## src/rtl/ahb_dma_mc_if.sv

```systemverilog
// AHB bus bundle used for both the register (slave) port and the shared DMA master port.
interface ahb_dma_mc_if #(
  parameter int unsigned ADDR_WIDTH = 32,
  parameter int unsigned DATA_WIDTH = 32
);
  logic                  HSEL;
  logic [ADDR_WIDTH-1:0] HADDR;
  logic [1:0]            HTRANS;
  logic                  HWRITE;
  logic [2:0]            HSIZE;
  logic [2:0]            HBURST;
  logic [DATA_WIDTH-1:0] HWDATA;
  logic [DATA_WIDTH-1:0] HRDATA;
  logic                  HREADY;
  logic                  HREADYOUT;
  logic                  HRESP;
  logic                  HBUSREQ;
  logic                  HGRANT;

  modport master (
    output HBUSREQ, HADDR, HTRANS, HWRITE, HSIZE, HBURST, HWDATA,
    input  HGRANT, HRDATA, HREADY, HRESP
  );

  modport slave (
    input  HSEL, HADDR, HTRANS, HWRITE, HWDATA, HREADY,
    output HREADYOUT, HRESP, HRDATA
  );
endinterface

```

## src/rtl/ahb_dma_mc.sv

```systemverilog
// Multi-channel AHB DMA: per-channel register file on an AHB-Lite slave port and one shared
// master port moving single words memory-to-memory, channels served round-robin.
module ahb_dma_mc #(
  parameter int unsigned           ADDR_WIDTH = 32,
  parameter int unsigned           DATA_WIDTH = 32,
  parameter int unsigned           NUM_CH     = 2,
  parameter int unsigned           CNT_WIDTH  = 16,
  parameter logic [ADDR_WIDTH-1:0] BASE_ADDR  = 32'h0020_0000
) (
  input  logic              HCLK,
  input  logic              HRESETn,
  ahb_dma_mc_if.slave       s_bus,
  ahb_dma_mc_if.master      m_bus,
  output logic              irq
);
  localparam int unsigned ChW = (NUM_CH > 1) ? $clog2(NUM_CH) : 1;
  localparam logic [ADDR_WIDTH-1:0] Step = ADDR_WIDTH'(DATA_WIDTH / 8);

  typedef enum logic [2:0] {StIdle, StReq, StRdA, StRdD, StWrA, StWrD} state_e;

  state_e                            state_q, state_d;
  logic                              dp_valid_q, dp_write_q;
  logic [ADDR_WIDTH-1:0]             dp_addr_q;
  logic [NUM_CH-1:0][3:0]            ctrl_q, ctrl_d;
  logic [NUM_CH-1:0][ADDR_WIDTH-1:0] src_q, src_d, dst_q, dst_d, wsrc_q, wsrc_d, wdst_q, wdst_d;
  logic [NUM_CH-1:0][CNT_WIDTH-1:0]  cnt_q, cnt_d, wcnt_q, wcnt_d;
  logic [NUM_CH-1:0]                 done_q, done_d, err_q, err_d, en_vec;
  logic [NUM_CH-1:0]                 done_set, done_clr, err_set, err_clr;
  logic                              kill_q, kill_d, hwrite_q, hwrite_d, busreq, wr_en;
  logic [ChW-1:0]                    cur_q, cur_d, last_q, last_d, sel, rch;
  logic [ADDR_WIDTH-1:0]             haddr_q, haddr_d, off;
  logic [ADDR_WIDTH-3:0]             woff;
  logic [DATA_WIDTH-1:0]             hwdata_q, hwdata_d, rdata, status;
  logic [1:0]                        htrans, rsel;
  logic                              hit_ch, hit_st, found, unused_ok;

  assign wr_en     = dp_valid_q & dp_write_q;
  assign off       = dp_addr_q - BASE_ADDR;
  assign woff      = off[ADDR_WIDTH-1:2];
  assign hit_ch    = woff < (ADDR_WIDTH-2)'(NUM_CH * 4);
  assign hit_st    = woff == (ADDR_WIDTH-2)'(64);
  assign rch       = woff[2 +: ChW];
  assign rsel      = woff[1:0];
  assign unused_ok = ^{off[1:0], s_bus.HTRANS[0]};

  always_comb begin
    status = '0;
    status[NUM_CH-1:0] = done_q;
    status[8 +: NUM_CH] = err_q;
    irq = 1'b0;
    for (int c = 0; c < NUM_CH; c++) begin
      en_vec[c] = ctrl_q[c][0];
      irq = irq | ((done_q[c] | err_q[c]) & ctrl_q[c][1]);
    end
  end

  // Round-robin: first enabled channel strictly after the last one served.
  always_comb begin
    sel   = last_q;
    found = 1'b0;
    for (int unsigned i = 1; i <= NUM_CH; i++) begin
      logic [ChW-1:0] idx;
      idx = ChW'((32'(last_q) + i) % NUM_CH);
      if (!found && en_vec[idx]) begin
        found = 1'b1;
        sel   = idx;
      end
    end
  end

  always_comb begin
    rdata = '0;
    if (dp_valid_q && !dp_write_q) begin
      if (hit_ch) begin
        case (rsel)
          2'd0:    rdata = DATA_WIDTH'(ctrl_q[rch]);
          2'd1:    rdata = DATA_WIDTH'(src_q[rch]);
          2'd2:    rdata = DATA_WIDTH'(dst_q[rch]);
          default: rdata = DATA_WIDTH'(cnt_q[rch]);
        endcase
      end else if (hit_st) begin
        rdata = status;
      end
    end
  end

  always_comb begin
    ctrl_d = ctrl_q; src_d = src_q; dst_d = dst_q; cnt_d = cnt_q;
    wsrc_d = wsrc_q; wdst_d = wdst_q; wcnt_d = wcnt_q;
    done_set = '0; done_clr = '0; err_set = '0; err_clr = '0;
    kill_d = (state_q == StIdle) ? 1'b0 : kill_q;
    state_d = state_q; cur_d = cur_q; last_d = last_q;
    haddr_d = haddr_q; hwrite_d = hwrite_q; hwdata_d = hwdata_q;
    busreq = 1'b0; htrans = 2'b00;

    if (wr_en && hit_ch) begin
      case (rsel)
        2'd0: begin
          ctrl_d[rch] = s_bus.HWDATA[3:0];
          if (!ctrl_q[rch][0] && s_bus.HWDATA[0]) begin
            wsrc_d[rch] = src_q[rch];
            wdst_d[rch] = dst_q[rch];
            wcnt_d[rch] = cnt_q[rch];
            if (cnt_q[rch] == '0) begin
              ctrl_d[rch][0] = 1'b0;
              done_set[rch]  = 1'b1;
            end
          end
          // Disabling the channel that owns the in-flight word lets that word finish silently.
          if (ctrl_q[rch][0] && !s_bus.HWDATA[0] && cur_q == rch &&
              state_q inside {StRdA, StRdD, StWrA, StWrD}) begin
            kill_d = 1'b1;
          end
        end
        2'd1:    if (!ctrl_q[rch][0]) src_d[rch] = s_bus.HWDATA[ADDR_WIDTH-1:0];
        2'd2:    if (!ctrl_q[rch][0]) dst_d[rch] = s_bus.HWDATA[ADDR_WIDTH-1:0];
        default: if (!ctrl_q[rch][0]) cnt_d[rch] = s_bus.HWDATA[CNT_WIDTH-1:0];
      endcase
    end
    if (wr_en && hit_st) begin
      done_clr = s_bus.HWDATA[NUM_CH-1:0];
      err_clr  = s_bus.HWDATA[8 +: NUM_CH];
    end

    unique case (state_q)
      StIdle: if (|en_vec) begin
        cur_d   = sel;
        last_d  = sel;
        state_d = StReq;
      end
      StReq: begin
        busreq = 1'b1;
        if (!ctrl_q[cur_q][0]) begin
          state_d = StIdle;
        end else if (m_bus.HGRANT && m_bus.HREADY) begin
          state_d  = StRdA;
          haddr_d  = wsrc_q[cur_q];
          hwrite_d = 1'b0;
        end
      end
      StRdA: begin
        busreq  = 1'b1;
        htrans  = 2'b10;
        state_d = StRdD;
      end
      StRdD: begin
        busreq = 1'b1;
        if (m_bus.HREADY) begin
          if (m_bus.HRESP) begin
            state_d = StIdle;
            if (!kill_q) begin
              ctrl_d[cur_q][0] = 1'b0;
              err_set[cur_q]   = 1'b1;
            end
          end else begin
            hwdata_d = m_bus.HRDATA;
            haddr_d  = wdst_q[cur_q];
            hwrite_d = 1'b1;
            state_d  = StWrA;
          end
        end
      end
      StWrA: begin
        busreq  = 1'b1;
        htrans  = 2'b10;
        state_d = StWrD;
      end
      StWrD: if (m_bus.HREADY) begin
        state_d = StIdle;
        if (!kill_q) begin
          if (m_bus.HRESP) begin
            ctrl_d[cur_q][0] = 1'b0;
            err_set[cur_q]   = 1'b1;
          end else begin
            if (ctrl_q[cur_q][2]) wsrc_d[cur_q] = wsrc_q[cur_q] + Step;
            if (ctrl_q[cur_q][3]) wdst_d[cur_q] = wdst_q[cur_q] + Step;
            wcnt_d[cur_q] = wcnt_q[cur_q] - CNT_WIDTH'(1);
            if (wcnt_q[cur_q] == CNT_WIDTH'(1)) begin
              ctrl_d[cur_q][0] = 1'b0;
              done_set[cur_q]  = 1'b1;
            end
          end
        end
      end
      default: state_d = StIdle;
    endcase

    done_d = (done_q & ~done_clr) | done_set;
    err_d  = (err_q & ~err_clr) | err_set;
  end

  always_ff @(posedge HCLK or negedge HRESETn) begin
    if (!HRESETn) begin
      dp_valid_q <= 1'b0;
      dp_write_q <= 1'b0;
      dp_addr_q  <= '0;
    end else if (s_bus.HREADY) begin
      dp_valid_q <= s_bus.HSEL & s_bus.HTRANS[1];
      dp_write_q <= s_bus.HWRITE;
      dp_addr_q  <= s_bus.HADDR;
    end
  end

  always_ff @(posedge HCLK or negedge HRESETn) begin
    if (!HRESETn) begin
      ctrl_q <= '0; src_q <= '0; dst_q <= '0; cnt_q <= '0;
      wsrc_q <= '0; wdst_q <= '0; wcnt_q <= '0;
      done_q <= '0; err_q <= '0; kill_q <= 1'b0;
      state_q <= StIdle; cur_q <= '0; last_q <= ChW'(NUM_CH - 1);
      haddr_q <= '0; hwrite_q <= 1'b0; hwdata_q <= '0;
    end else begin
      ctrl_q <= ctrl_d; src_q <= src_d; dst_q <= dst_d; cnt_q <= cnt_d;
      wsrc_q <= wsrc_d; wdst_q <= wdst_d; wcnt_q <= wcnt_d;
      done_q <= done_d; err_q <= err_d; kill_q <= kill_d;
      state_q <= state_d; cur_q <= cur_d; last_q <= last_d;
      haddr_q <= haddr_d; hwrite_q <= hwrite_d; hwdata_q <= hwdata_d;
    end
  end

  assign s_bus.HREADYOUT = 1'b1;
  assign s_bus.HRESP     = 1'b0;
  assign s_bus.HRDATA    = rdata;
  assign m_bus.HBUSREQ   = busreq;
  assign m_bus.HTRANS    = htrans;
  assign m_bus.HADDR     = haddr_q;
  assign m_bus.HWRITE    = hwrite_q;
  assign m_bus.HWDATA    = hwdata_q;
  assign m_bus.HSIZE     = 3'b010;
  assign m_bus.HBURST    = 3'b000;
endmodule

```

## src/flat_wrapper.sv

```systemverilog
// flat-port wrapper written by rule: the top's interface ports become plain ports
module ahb_dma_mc_flat 
#(
  parameter int unsigned           ADDR_WIDTH = 32,
  parameter int unsigned           DATA_WIDTH = 32,
  parameter int unsigned           NUM_CH     = 2,
  parameter int unsigned           CNT_WIDTH  = 16,
  parameter logic [ADDR_WIDTH-1:0] BASE_ADDR  = 32'h0020_0000
)
  (HCLK, HRESETn, irq, s_bus_HSEL, s_bus_HADDR, s_bus_HTRANS, s_bus_HWRITE, s_bus_HWDATA, s_bus_HREADY, s_bus_HREADYOUT, s_bus_HRESP, s_bus_HRDATA, m_bus_HBUSREQ, m_bus_HADDR, m_bus_HTRANS, m_bus_HWRITE, m_bus_HSIZE, m_bus_HBURST, m_bus_HWDATA, m_bus_HGRANT, m_bus_HRDATA, m_bus_HREADY, m_bus_HRESP);
  ahb_dma_mc_if #(.ADDR_WIDTH(ADDR_WIDTH), .DATA_WIDTH(DATA_WIDTH)) s_bus_i ();
  ahb_dma_mc_if #(.ADDR_WIDTH(ADDR_WIDTH), .DATA_WIDTH(DATA_WIDTH)) m_bus_i ();
  input  logic HCLK;
  input  logic HRESETn;
  output logic irq;
  input wire logic [$bits(s_bus_i.HSEL)-1:0] s_bus_HSEL;
  input wire logic [$bits(s_bus_i.HADDR)-1:0] s_bus_HADDR;
  input wire logic [$bits(s_bus_i.HTRANS)-1:0] s_bus_HTRANS;
  input wire logic [$bits(s_bus_i.HWRITE)-1:0] s_bus_HWRITE;
  input wire logic [$bits(s_bus_i.HWDATA)-1:0] s_bus_HWDATA;
  input wire logic [$bits(s_bus_i.HREADY)-1:0] s_bus_HREADY;
  output wire logic [$bits(s_bus_i.HREADYOUT)-1:0] s_bus_HREADYOUT;
  output wire logic [$bits(s_bus_i.HRESP)-1:0] s_bus_HRESP;
  output wire logic [$bits(s_bus_i.HRDATA)-1:0] s_bus_HRDATA;
  output wire logic [$bits(m_bus_i.HBUSREQ)-1:0] m_bus_HBUSREQ;
  output wire logic [$bits(m_bus_i.HADDR)-1:0] m_bus_HADDR;
  output wire logic [$bits(m_bus_i.HTRANS)-1:0] m_bus_HTRANS;
  output wire logic [$bits(m_bus_i.HWRITE)-1:0] m_bus_HWRITE;
  output wire logic [$bits(m_bus_i.HSIZE)-1:0] m_bus_HSIZE;
  output wire logic [$bits(m_bus_i.HBURST)-1:0] m_bus_HBURST;
  output wire logic [$bits(m_bus_i.HWDATA)-1:0] m_bus_HWDATA;
  input wire logic [$bits(m_bus_i.HGRANT)-1:0] m_bus_HGRANT;
  input wire logic [$bits(m_bus_i.HRDATA)-1:0] m_bus_HRDATA;
  input wire logic [$bits(m_bus_i.HREADY)-1:0] m_bus_HREADY;
  input wire logic [$bits(m_bus_i.HRESP)-1:0] m_bus_HRESP;
  assign s_bus_i.HSEL = s_bus_HSEL;
  assign s_bus_i.HADDR = s_bus_HADDR;
  assign s_bus_i.HTRANS = s_bus_HTRANS;
  assign s_bus_i.HWRITE = s_bus_HWRITE;
  assign s_bus_i.HWDATA = s_bus_HWDATA;
  assign s_bus_i.HREADY = s_bus_HREADY;
  assign s_bus_HREADYOUT = s_bus_i.HREADYOUT;
  assign s_bus_HRESP = s_bus_i.HRESP;
  assign s_bus_HRDATA = s_bus_i.HRDATA;
  assign m_bus_HBUSREQ = m_bus_i.HBUSREQ;
  assign m_bus_HADDR = m_bus_i.HADDR;
  assign m_bus_HTRANS = m_bus_i.HTRANS;
  assign m_bus_HWRITE = m_bus_i.HWRITE;
  assign m_bus_HSIZE = m_bus_i.HSIZE;
  assign m_bus_HBURST = m_bus_i.HBURST;
  assign m_bus_HWDATA = m_bus_i.HWDATA;
  assign m_bus_i.HGRANT = m_bus_HGRANT;
  assign m_bus_i.HRDATA = m_bus_HRDATA;
  assign m_bus_i.HREADY = m_bus_HREADY;
  assign m_bus_i.HRESP = m_bus_HRESP;
  ahb_dma_mc #(.ADDR_WIDTH(ADDR_WIDTH), .DATA_WIDTH(DATA_WIDTH), .NUM_CH(NUM_CH), .CNT_WIDTH(CNT_WIDTH), .BASE_ADDR(BASE_ADDR)) u_core (.HCLK(HCLK), .HRESETn(HRESETn), .s_bus(s_bus_i), .m_bus(m_bus_i), .irq(irq));
endmodule
```

## config.mk

```make
export PLATFORM = sky130hd
export DESIGN_NAME = ahb_dma_mc_flat
export DESIGN_NICKNAME = d
export VERILOG_FILES = /design/src/rtl/ahb_dma_mc_if.sv /design/src/rtl/ahb_dma_mc.sv /design/src/flat_wrapper.sv
export SDC_FILE = /design/constraint.sdc
export NUM_CORES = 1
export LEC_CHECK = 0
export CORE_ASPECT_RATIO = 2
export CORE_MARGIN = 2
export CORE_UTILIZATION = 63
export CTS_CLUSTER_DIAMETER = 200
export DETAILED_ROUTE_END_ITERATION = 10
export PLACE_DENSITY = 0.88
export SETUP_SLACK_MARGIN = 0.15
export SLEW_MARGIN = 30
export SYNTH_ARGS = -nofsm -noshare
export SYNTH_HDL_FRONTEND = slang
export SYNTH_SLANG_ARGS = --single-unit
```

## constraint.sdc

```tcl
create_clock -name HCLK -period 7.85 [get_ports HCLK]
set_input_delay 1.1775 -clock HCLK [delete_from_list [all_inputs] [get_ports HCLK]]
set_output_delay 1.1775 -clock HCLK [all_outputs]
set_load 0.02 [all_outputs]
```

==> impl_metrics.py <==
metrics = {
    "synth": {
        "synth_top_area_cell": "dfrtp_1",
        "synth_cell_types": 71,
        "syn_inst": 1963,
        "async_reset_ff_frac": 1.00,
        "yosysWarnings": 0,
        "ys_seq_area_frac": 0.474,
        "yosys.area.top_type_share": 0.472,
        "avgSynthCellArea_um2": 11.7,
        "yosys-top-cells-count": "dfrtp_1 (434), mux2i_1 (296), mux2_2 (272)",
        "yosysMostFrequentCell": "dfrtp_1",
        "synth_top_flop_cell": "dfrtp_1",
        "synth_area_um2": 23000,
        "synth_edf_count": 0,
        "synth_seq_cells": 435,
        "synth_area_leaders": "dfrtp_1 (47%), mux2_2 (13%), mux2i_1 (13%)",
    },
    "global_route": {
        "grt_overflow": 0,
        "grt_pass1_vias": 19410,
        "grt_pass1_wl_um": 108000,
        "antenna_found_initial": 1,
        "grt_max_degree": 161,
        "track_usage": 0.368,
    },
    "worst_hold_path": {
        "min_from": "u_core.kill_q",
        "holdPathStages": 1,
        "hold_path_class": "register to register",
        "holdPathEnd": "u_core.kill_q",
    },
    "layout": {
        "diodes": 0,
        "fin_util": 0.737,
        "area_growth_pct": 16.4,
        "final_cell_area_um2": 26800,
        "nets": 2231,
        "drive_gt1_frac": 0.208,
    },
    "power_and_ir_drop": {
        "p_clk_frac": 0.337,
        "seqPwrFrac": 0.439,
        "p_comb_frac": 0.224,
        "power_switching_share": 0.307,
        "leakage_nw": 12.8,
        "p_int_mw": 4.21,
        "powerDensity_nw_per_um2": 227,
        "ir_worst_vdd_mv": 0.252,
        "p_sw_mw": 1.87,
    },
    "clock_network": {
        "path_clk_slew_ns": 0.07,
        "clock_path_buffers": 3,
        "htreeDepth": 2,
        "cts_buffers": 39,
        "cts-root-buf": "clkbuf_16",
        "post_cts_buffers": 0,
        "hold_buffers": 0,
        "cts.sinks": 435,
        "clk_latency_ns": 0.57,
        "cts_resized": 0,
        "cts_tree": "built",
    },
    "floorplan": {
        "chipWidth_um": 139,
        "core_area_um2": 36300,
        "rows": 99,
        "ioPinCount": 215,
        "start_util": 0.633,
        "die-height_um": 274,
        "die_area_um2": 38100,
    },
    "critical_path": {
        "cp-start-kind": "register",
        "worstReg2RegEnd": "u_core.wdst_q[55]",
        "crit_path_top_delay_cell": "clkdlybuf4s50_1",
        "critPathMaxStageDelay_ns": 0.65,
        "reg2reg_slack_ns": 3.60,
        "r2r_cells": 9,
        "crit_chain": "inv_1, ha_1, nand4bb_1, or4_4, and3_1, or4b_4, or2_4, o2bb2ai_1, clkdlybuf4s50_1",
        "worstSetupEndpointType": "output pin",
        "crit_fanout": 30,
        "crit_type": "register to output pin",
        "cp_data_required_time_ns": 6.67,
        "r2r-start": "u_core.dp_addr_q[21]",
        "crit_arrival_ns": 4.19,
    },
    "sta": {
        "finalMaxSlewViolations": 0,
        "skew_ns": 0.0258,
        "worstMarginPinSlew_ns": 0.953,
        "hold_viol": 0,
        "slew_headroom": 0.358,
        "max_freq_mhz": 186,
        "fin_crit_ns": 5.37,
        "rsz0062_at_grt": "no",
        "min_period_over_period": 0.684,
        "setup_tns_ns": 0,
        "setup_viol": 0,
    },
    "route": {
        "vias": 17934,
        "wire_per_inst_um": 27.0,
        "routed-wl-met3_um": 4950,
        "dr.pass1.iters": 7,
        "routed.top_layer": "met5",
        "wl_met2_um": 35800,
        "postRouteWirelength_um": 70200,
        "wl_met1_um": 22400,
        "drcViolationCount": 0,
        "vias_per_cell": 6.89,
        "first_iter_violations": 1613,
        "ant_nets": 0,
    },
    "placement": {
        "io_buffers": 202,
        "dp_hpwl_um": 46400,
        "placed_area_um2": 25300,
        "gp_congestion": 0.947,
    },
    "run": {
        "max_cap_viol_count": 0,
    },
    "status": {
        "status": "completed",
    },
}
-- power by group through the flow --
stage	sequential [mW]	combinational [mW]	clock [mW]
floorplan	2.70	0.789	0
global placement	2.68	1.29	0
detailed placement	2.70	1.33	0
CTS	2.66	1.35	2.06
global route	2.69	1.44	2.14
finish	2.67	1.36	2.05
-- layout make-up --
| cell class | instances | area, µm² |
|---|---|---|
| Fill cell | 2341 | 9530 |
| Multi-Input combinational cell | 1388 | 11500 |
| Clock buffer | 56 | 1140 |
| Tap cell | 454 | 568 |
| Clock inverter | 14 | 213 |
| Timing Repair Buffer | 241 | 2400 |
| Sequential cell | 435 | 10900 |
| Inverter | 15 | 56.3 |
-- worst max-delay path by stage --
stage,from,to,slack [ns],depth (start not counted)
floorplan,u_core.dp_addr_q[21],s_bus_HRDATA[0],3.87,11
global placement,u_core.dp_addr_q[21],s_bus_HRDATA[1],3.21,9
detailed placement,u_core.dp_addr_q[21],s_bus_HRDATA[0],3.14,9
CTS,u_core.dp_addr_q[21],s_bus_HRDATA[0],2.50,9
global route,u_core.dp_addr_q[21],s_bus_HRDATA[1],2.33,9
finish,u_core.dp_addr_q[21],s_bus_HRDATA[1],2.48,9
-- cells by family after synthesis --
kind of cell,synth area share
compound gates,0.0657
xor+xnor,0.0267
fa+ha+maj,0.00272
buf+inv,0.0327
flops,0.474
mux,0.298
other cells,0.000327
simple gates,0.101
-- per-stage QoR --
stage,setup WS [ns],std cells,power (mW),hold slack (ns)
after global placement,3.21,2530,3.97,0.477
after floorplan,3.87,1970,3.49,0.456
after CTS,2.50,2601,6.07,0.498
after detailed placement,3.14,2531,4.03,0.483
after global routing,2.33,2603,6.27,0.519
final,2.48,2603,6.08,0.501
-- layout by cell type, fill, tap and decap left out, types with 5 or more instances in the layout --
cell | synthesis | routed
nand3b_1 | 9 | 9
clkbuf_8 | 0 | 10
o21a_1 | 6 | 6
nand2b_1 | 8 | 8
mux4_2 | 30 | 30
inv_1 | 15 | 15
o211ai_1 | 24 | 24
a21oi_1 | 54 | 54
ha_1 | 5 | 5
nand3_1 | 85 | 85
nor2b_1 | 8 | 8
mux2i_1 | 296 | 296
nor3_1 | 28 | 24
xor2_1 | 36 | 36
a31o_2 | 6 | 6
nor3b_1 | 9 | 7
clkbuf_1 | 57 | 7
nand4_1 | 33 | 33
a211oi_1 | 10 | 9
mux2_2 | 272 | 272
conb_1 | 2 | 9
clkdlybuf4s50_1 | 0 | 201
buf_4 | 10 | 33
nor2_1 | 103 | 98
xnor2_1 | 34 | 34
o22ai_1 | 7 | 7
clkbuf_16 | 0 | 39
nand4b_1 | 11 | 11
nor4_1 | 28 | 27
nand2_1 | 102 | 99
a22oi_1 | 7 | 7
mux2_1 | 13 | 13
nor2_4 | 0 | 7
dfrtp_1 | 434 | 432
and2_1 | 8 | 7
o22a_1 | 16 | 16
or3_1 | 6 | 6
a31oi_1 | 8 | 8
o21ai_0 | 66 | 65
-- critical path, delay by kind of cell (launching register included) --
| kind | cells | cell delay [ns] |
|---|---|---|
| AOI/OAI and AO/OA | 1 | 0.24 |
| adders and majority gates | 1 | 0.23 |
| buffers and inverters | 2 | 0.77 |
| DFF | 1 | 0.47 |
| and+or+nand+nor | 5 | 1.92 |
-- layer usage --
| metal | up-vias | global-route usage |
|---|---|---|
| met5 | - | 0 |
| met4 | 2 | 0.331 |
| met3 | 421 | 0.0733 |
| met2 | 1095 | 0.637 |
| met1 | 8915 | 0.373 |
| li1 | 7501 | - |
-- flip-flops by register name, indices dropped and copies added, names as in the netlist --
name                 cells
u_core.cnt_q            32
u_core.ctrl_q            8
u_core.cur_q             1
u_core.done_q            2
u_core.dp_addr_q        30
u_core.dp_valid_q        1
u_core.dp_write_q        1
u_core.dst_q            64
u_core.err_q             2
u_core.kill_q            1
u_core.last_q            1
u_core.m_bus.HADDR      32
u_core.m_bus.HWDATA     32
u_core.m_bus.HWRITE      1
u_core.src_q            64
u_core.state_q           3
u_core.wcnt_q           32
u_core.wdst_q           64
u_core.wsrc_q           64
(Power assumes the default switching activity.)
